==> src/rtl/ram_arbiter_pkg.sv <==
// Shared encodings for the RAM arbiter: FSM states, owner tags and the
// winner-select rule (DMA priority with a CPU slot forced after a burst).
package ram_arbiter_pkg;

  typedef enum logic [1:0] {
    IDLE = 2'd0,
    ADDR = 2'd1,
    DATA = 2'd2,
    ACK  = 2'd3
  } state_t;

  typedef enum logic {
    OWN_CPU = 1'b0,
    OWN_DMA = 1'b1
  } owner_t;

  localparam int BURST_W = 4;

  // CPU takes the slot when DMA is absent or DMA has used up its burst allowance.
  function automatic logic cpu_wins(input logic cpu_req, input logic dma_req,
                                    input logic [BURST_W-1:0] burst,
                                    input logic [BURST_W-1:0] max_burst);
    return cpu_req && (!dma_req || (burst == max_burst));
  endfunction

endpackage

==> src/rtl/ram_arbiter.sv <==
// Two-port (CPU, DMA) arbiter in front of a single-port synchronous RAM.
// Each access walks IDLE -> ADDR -> DATA -> ACK with registered RAM controls.
module ram_arbiter
  import ram_arbiter_pkg::*;
#(
  parameter int ADDR_W    = 16,
  parameter int DATA_W    = 8,
  parameter int MAX_BURST = 4
) (
  input  logic              clk,
  input  logic              rst,
  input  logic              cpu_req,
  input  logic              cpu_we,
  input  logic [ADDR_W-1:0] cpu_addr,
  input  logic [DATA_W-1:0] cpu_wdata,
  output logic [DATA_W-1:0] cpu_rdata,
  output logic              cpu_ack,
  input  logic              dma_req,
  input  logic              dma_we,
  input  logic [ADDR_W-1:0] dma_addr,
  input  logic [DATA_W-1:0] dma_wdata,
  output logic [DATA_W-1:0] dma_rdata,
  output logic              dma_ack,
  output logic [ADDR_W-1:0] ram_addr,
  output logic              ram_we,
  output logic [DATA_W-1:0] ram_di,
  input  logic [DATA_W-1:0] ram_do
);

  localparam logic [BURST_W-1:0] MAX_B = BURST_W'(MAX_BURST);

  state_t               state, state_nx;
  owner_t               owner;
  logic [BURST_W-1:0]   burst;
  logic                 grant;
  logic                 pick_cpu;

  always_ff @(posedge clk) begin
    if (rst) state <= IDLE;
    else     state <= state_nx;
  end

  always_comb begin
    state_nx = state;
    grant    = 1'b0;
    pick_cpu = 1'b0;
    case (state)
      IDLE: begin
        if (cpu_req || dma_req) begin
          grant    = 1'b1;
          pick_cpu = cpu_wins(cpu_req, dma_req, burst, MAX_B);
          state_nx = ADDR;
        end
      end
      ADDR:    state_nx = DATA;
      DATA:    state_nx = ACK;
      ACK:     state_nx = IDLE;
      default: state_nx = IDLE;
    endcase
  end

  always_ff @(posedge clk) begin
    if (rst) begin
      owner     <= OWN_CPU;
      burst     <= '0;
      ram_addr  <= '0;
      ram_we    <= 1'b0;
      ram_di    <= '0;
      cpu_ack   <= 1'b0;
      dma_ack   <= 1'b0;
      cpu_rdata <= '0;
      dma_rdata <= '0;
    end else begin
      ram_we  <= 1'b0;
      cpu_ack <= 1'b0;
      dma_ack <= 1'b0;

      if (state == IDLE) begin
        // The burst window only counts DMA grants that actually made the CPU wait.
        if (!cpu_req) burst <= '0;
        if (grant) begin
          owner    <= pick_cpu ? OWN_CPU : OWN_DMA;
          ram_addr <= pick_cpu ? cpu_addr  : dma_addr;
          ram_we   <= pick_cpu ? cpu_we    : dma_we;
          ram_di   <= pick_cpu ? cpu_wdata : dma_wdata;
          if (pick_cpu)     burst <= '0;
          else if (cpu_req) burst <= burst + BURST_W'(1);
        end
      end

      if (state == DATA) begin
        if (owner == OWN_CPU) begin
          cpu_rdata <= ram_do;
          cpu_ack   <= 1'b1;
        end else begin
          dma_rdata <= ram_do;
          dma_ack   <= 1'b1;
        end
      end
    end
  end

endmodule

==> config.mk <==
export PLATFORM = sky130hd
export DESIGN_NAME = ram_arbiter
export DESIGN_NICKNAME = d
export VERILOG_FILES = /design/src/rtl/ram_arbiter_pkg.sv /design/src/rtl/ram_arbiter.sv
export SDC_FILE = /design/constraint.sdc
export NUM_CORES = 1
export LEC_CHECK = 0
export ABC_AREA = 1
export CAP_MARGIN = 20
export CORE_MARGIN = 2
export CORE_UTILIZATION = 35
export DETAILED_ROUTE_END_ITERATION = 8
export PLACE_DENSITY = 0.7
export SYNTH_ARGS = -nofsm -noshare
export SYNTH_HDL_FRONTEND = slang
export SYNTH_SLANG_ARGS = --single-unit
==> constraint.sdc <==
create_clock -name clk -period 4.3 [get_ports clk]
set_input_delay 0.43 -clock clk [delete_from_list [all_inputs] [get_ports clk]]
set_output_delay 0.43 -clock clk [all_outputs]
set_load 0.1 [all_outputs]
; Yosys cells after proc, flatten, opt, wreduce, memory -nomap -nowiden
; Cells that the tools add are included.
[totals]
register_bits = 50
output_inout_bits = 43
wordCells = 46
[classes]
n_addsub = 1
n_eq_ne = 5
muxes = 16
bitwise = 4
reduce_logical = 10
[op_table]
columns = op, n
row1 = 16-bit 2-to-1 mux, 1
row2 = 4-bit 2-to-1 mux, 4
row3 = 1-bit 2-to-1 mux, 8
row4 = 8-bit 2-to-1 mux, 1
row5 = 2-bit one-hot mux with 4 select lines, 1
row6 = 2-bit AND reduction, 3
row7 = 4-bit by 1-bit adder with 4-bit output (second input constant), 1
row8 = 2-bit equality test (second input constant), 2
row9 = 4-bit by 3-bit equality test with 1-bit output (second input constant), 1
row10 = 1-bit NOT, 4
row11 = 3-bit OR reduction, 1
row12 = 2-bit by 1-bit equality test with 1-bit output (second input constant), 1
row13 = 2-bit zero test, 1
row14 = 1-bit logical OR, 2
row15 = 2-bit 2-to-1 mux, 1
row16 = 2-bit inequality test (second input constant), 1
row17 = 2-bit OR reduction, 1
row18 = 1-bit logical AND, 1
row19 = 1-bit zero test, 1

; Longest topological paths before layout
[logic_depth]
ltp_word = 7
depth_mapped = 9
depth_no_buf = 9

; Worst setup path after synthesis
; OpenSTA, ideal clock, no wires.
[synth_timing]
kind = reg2reg
from = register state[0]
to = register cpu_rdata[0]
arrival_ns = 1.280
required_ns = 4.182
slack_ns = 2.902
path_stages_with_launch = 8
n_path_buf = 0
cell_sequence = dfxtp_1 > inv_1 > ha_1 > inv_1 > nor2_1 > clkinv_1 > nor2_1 > nor2_1
[synth_via]
elab_chain_cells = 2
[synth_rtl]
columns = item, line
row1 = "start, declared", ram_arbiter.sv:32  ; state_t state, state_nx;
row2 = "start signal, assigned", ram_arbiter.sv:40  ; else state <= state_nx;
row3 = 2-bit equality test, ram_arbiter.sv:91  ; if (state == DATA) begin
row4 = 2-bit AND reduction (no source line), --
row5 = "end signal, assigned", ram_arbiter.sv:93  ; cpu_rdata <= ram_do;
row6 = "end, declared", ram_arbiter.sv:16  ; output logic [DATA_W-1:0] cpu_rdata,
; Every way passes these cells.
; A chain may end at the register's enable or synchronous reset.

; Worst setup path in the final report
[layout_timing]
from = register ram_di[4]
to = output port ram_di[4]
[layout_rtl]
columns = item, line
row1 = "start, declared", ram_arbiter.sv:26  ; output logic [DATA_W-1:0] ram_di,
row2 = "start signal, assigned", ram_arbiter.sv:85  ; ram_di <= pick_cpu ? cpu_wdata : dma_wdata;
; No word-level cell between the ends.

==> impl_metrics.csv <==
group,metric,value,unit
clocking,clock-sinks,50,
synth,synthArstFlopShare,0,
sta,period_needed,2.228,ns
placement,place_congestion,0.8424,
pwr,p_leak,1.484,nW
clocking,postCtsHoldBufs,0,
clocking,worstSkewPairLatency,0.30,ns
routing,drc_errors,0,
global_route,grt_max_degree,52,
synth,ys_top_cells_by_count,"59 x nand2_1, 50 x dfxtp_1, 43 x nor2_1",
synth,synth_area,0.002255,mm²
floorplanning,io_pins,105,
synth,syn_avg_cell_area,7.068,µm²
critical_path,path_class,"flop to output port",
critical_path,worst-path-buf-inv,1,
routing,vias_per_cell,4.691,
clocking,htreeDepth,2,
clocking,cts_tree,"yes",
routing,drtPass1Iterations,4,
sta,fin_tns_setup,0,ns
routing,wirelength,6022,µm
synth,ys_ff_latch,50,
critical_path,cp_top_family,"buffers and inverters",
floorplanning,rows,29,
synth,syn_inst,319,
sta,report.final.slew_viol_count,0,
placement,portBuffers,104,
sta,post-route-period-util,0.5181,
pwr,pwr-share-comb,0.620,
placement,hpwl,4253,µm
pwr,internal_power,1.052,mW
layout,final_cell_area,0.003403,mm²
clocking,cts_buffers,5,
sta,holdWs,0.4847,ns
global_route,antenna_found_initial,0,
floorplanning,fp.dieW,84.26,µm
clocking,cts_resized,0,
synth,syn_nets,386,
global_route,grt_pass1_vias,2178,
synth,yosysTopAreaCell,"dfxtp_1",
critical_path,worstPathMaxFanout,2,
synth,synth_flop_cell,"dfxtp_1",
critical_path,end_kind,"output port",
floorplanning,coreArea,0.006277,mm²
placement,place_area,0.003296,mm²
sta,rsz0062_at_grt,"false",
synth,netlist_top_cells_area,"dfxtp_1 44%, nand2_1 9.8%, o21ai_0 8.4%",
synth,yosysSeqAreaShare,0.4440,
sta,finClkSkew,0.005665,ns
synth,synth.distinct_cells,22,
critical_path,rr_startpoint,"state[0]",
pwr,seq_power_share,0.271,
pwr,p_sw,1.342,mW
critical_path,path_cells,"clkdlybuf4s50_1",
hold_path,min_from,"dma_rdata[4]",
routing,detail-route-antenna-nets,0,
critical_path,critPathLaunch,"ram_di[4]",
layout,drive_gt1_frac,0.03614,
critical_path,slowest_stage,"clkdlybuf4s50_1",
sta,setup_violations,0,
synth,synth_top_area_frac,0.4440,
sta,clock.fmax,448.9,MHz
pwr,netSwitchingFraction,0.5605,
layout,nFillCells,619,
floorplanning,dieArea,0.007100,mm²
global_route,grt_pass1_wl,10030,µm
run,drv_cap,0,
layout,synthToLayoutAreaGrowth,50.94,%
clocking,clkTransAtPathRegs,0.09,ns
critical_path,cp-start-kind,"flop",
sta,worst_pin_slew,1.008,ns
routing,via_count,2308,
pwr,ir_drop,500.6,µV
clocking,root_buffer,"clkbuf_8",
floorplanning,start_util,0.3592,
layout,antenna_cells,0,
clocking,post_cts_buffers,0,
global_route,grt_usage,0.1707,
critical_path,worstPathRequired,3.87,ns
pwr,p_clk_frac,0.109,
critical_path,cp.arrival,1.80,ns
run_status,outcome,"finished clean",
synth,synth_edf_count,0,
pwr,power_density,703.6,mW/mm²
critical_path,cpPeakStageDelay,1.14,ns
layout,layout.nets,482,
hold_path,hp-class,"flop to flop",
routing,drt_iter0_drc,69,
floorplanning,die_y,84.26,µm
synth,synth_most_common_cell,"nand2_1",
global_route,grt_overflow,0,
sta,hold_violations,0,
sta,slew_headroom,0.3259,
clocking,clockBufferDepth,2,
routing,drt-wirelength-per-cell,12.24,µm
synth,yosys_warnings,0,
[per-stage QoR]
stage	total power, mW	cells	setup slack (ns)	utilization
CTS	2.410	491	2.061	0.5378
finish	2.395	492	2.072	0.5422
global route	2.523	492	1.887	0.5422
floorplan	1.817	319	2.902	-
global placement	2.129	484	1.938	0.5250
detailed placement	2.143	484	1.897	0.5250
[area by class of cell]
| cell class | count | area [µm²] | area share |
|---|---|---|---|
| repair buffers | 105 | 1069 | 0.3140 |
| multi-input cells | 217 | 1022 | 0.3004 |
| flip-flops and latches | 50 | 1001 | 0.2941 |
| inverters | 36 | 135.1 | 0.03971 |
| well taps | 77 | 96.34 | 0.02831 |
| clock buffers | 6 | 72.57 | 0.02132 |
| clock inverters | 1 | 7.507 | 0.002206 |
[routing by layer]
metal,routed length [µm],global-route usage
met1,2774,0.2168
met2,2859,0.2886
met5,0,0
met4,46,0.04399
met3,341,0.04425
[final timing paths]
check | cells after the start | endpoint | slack (ns)
max reg2reg | 9 | burst[3] | 2.14
min | 2 | dma_rdata[4] | 0.48
min reg2reg | 2 | dma_rdata[4] | 0.48
max | 1 | ram_di[4] | 2.07
[registers in the layout (all words and copies together), names as in the netlist]
name,flops
ram_addr,16
ram_di,8
dma_rdata,8
cpu_rdata,8
state,2
cpu_ack,1
burst,4
dma_ack,1
ram_we,1
owner,1
[cell families after synthesis]
logic type      count (synthesis)  share of synthesized area
compound gates                 71                     0.1626
fa+ha+maj                       5                    0.02775
buf+inv                        52                     0.1027
flops                          50                     0.4440
simple gates                  141                     0.2630
[power groups by stage]
stage / Clock [mW] / Sequential [mW] / Combinational [mW]
after global placement: 0 / 0.656 / 1.47
after floorplan: 0 / 1.43 / 0.383
after CTS: 0.273 / 0.648 / 1.49
after detailed placement: 0 / 0.655 / 1.49
final: 0.261 / 0.649 / 1.49
after global routing: 0.288 / 0.664 / 1.57
[cell usage in the layout, fill, tap and decap left out, drive strengths merged]
cell type	synthesis	layout
buf	12	1
clkbuf	4	6
nand2	61	61
clkdlybuf4s50	0	104
nand3	30	30
nand3b	1	1
a21oi	30	30
nor3	2	2
ha	5	5
nor2	44	44
nand4	3	3
o21ai	41	41
clkinvlp	0	1
clkinv	1	1
dfxtp	50	50
inv	35	35
(Power assumes the default switching activity.)
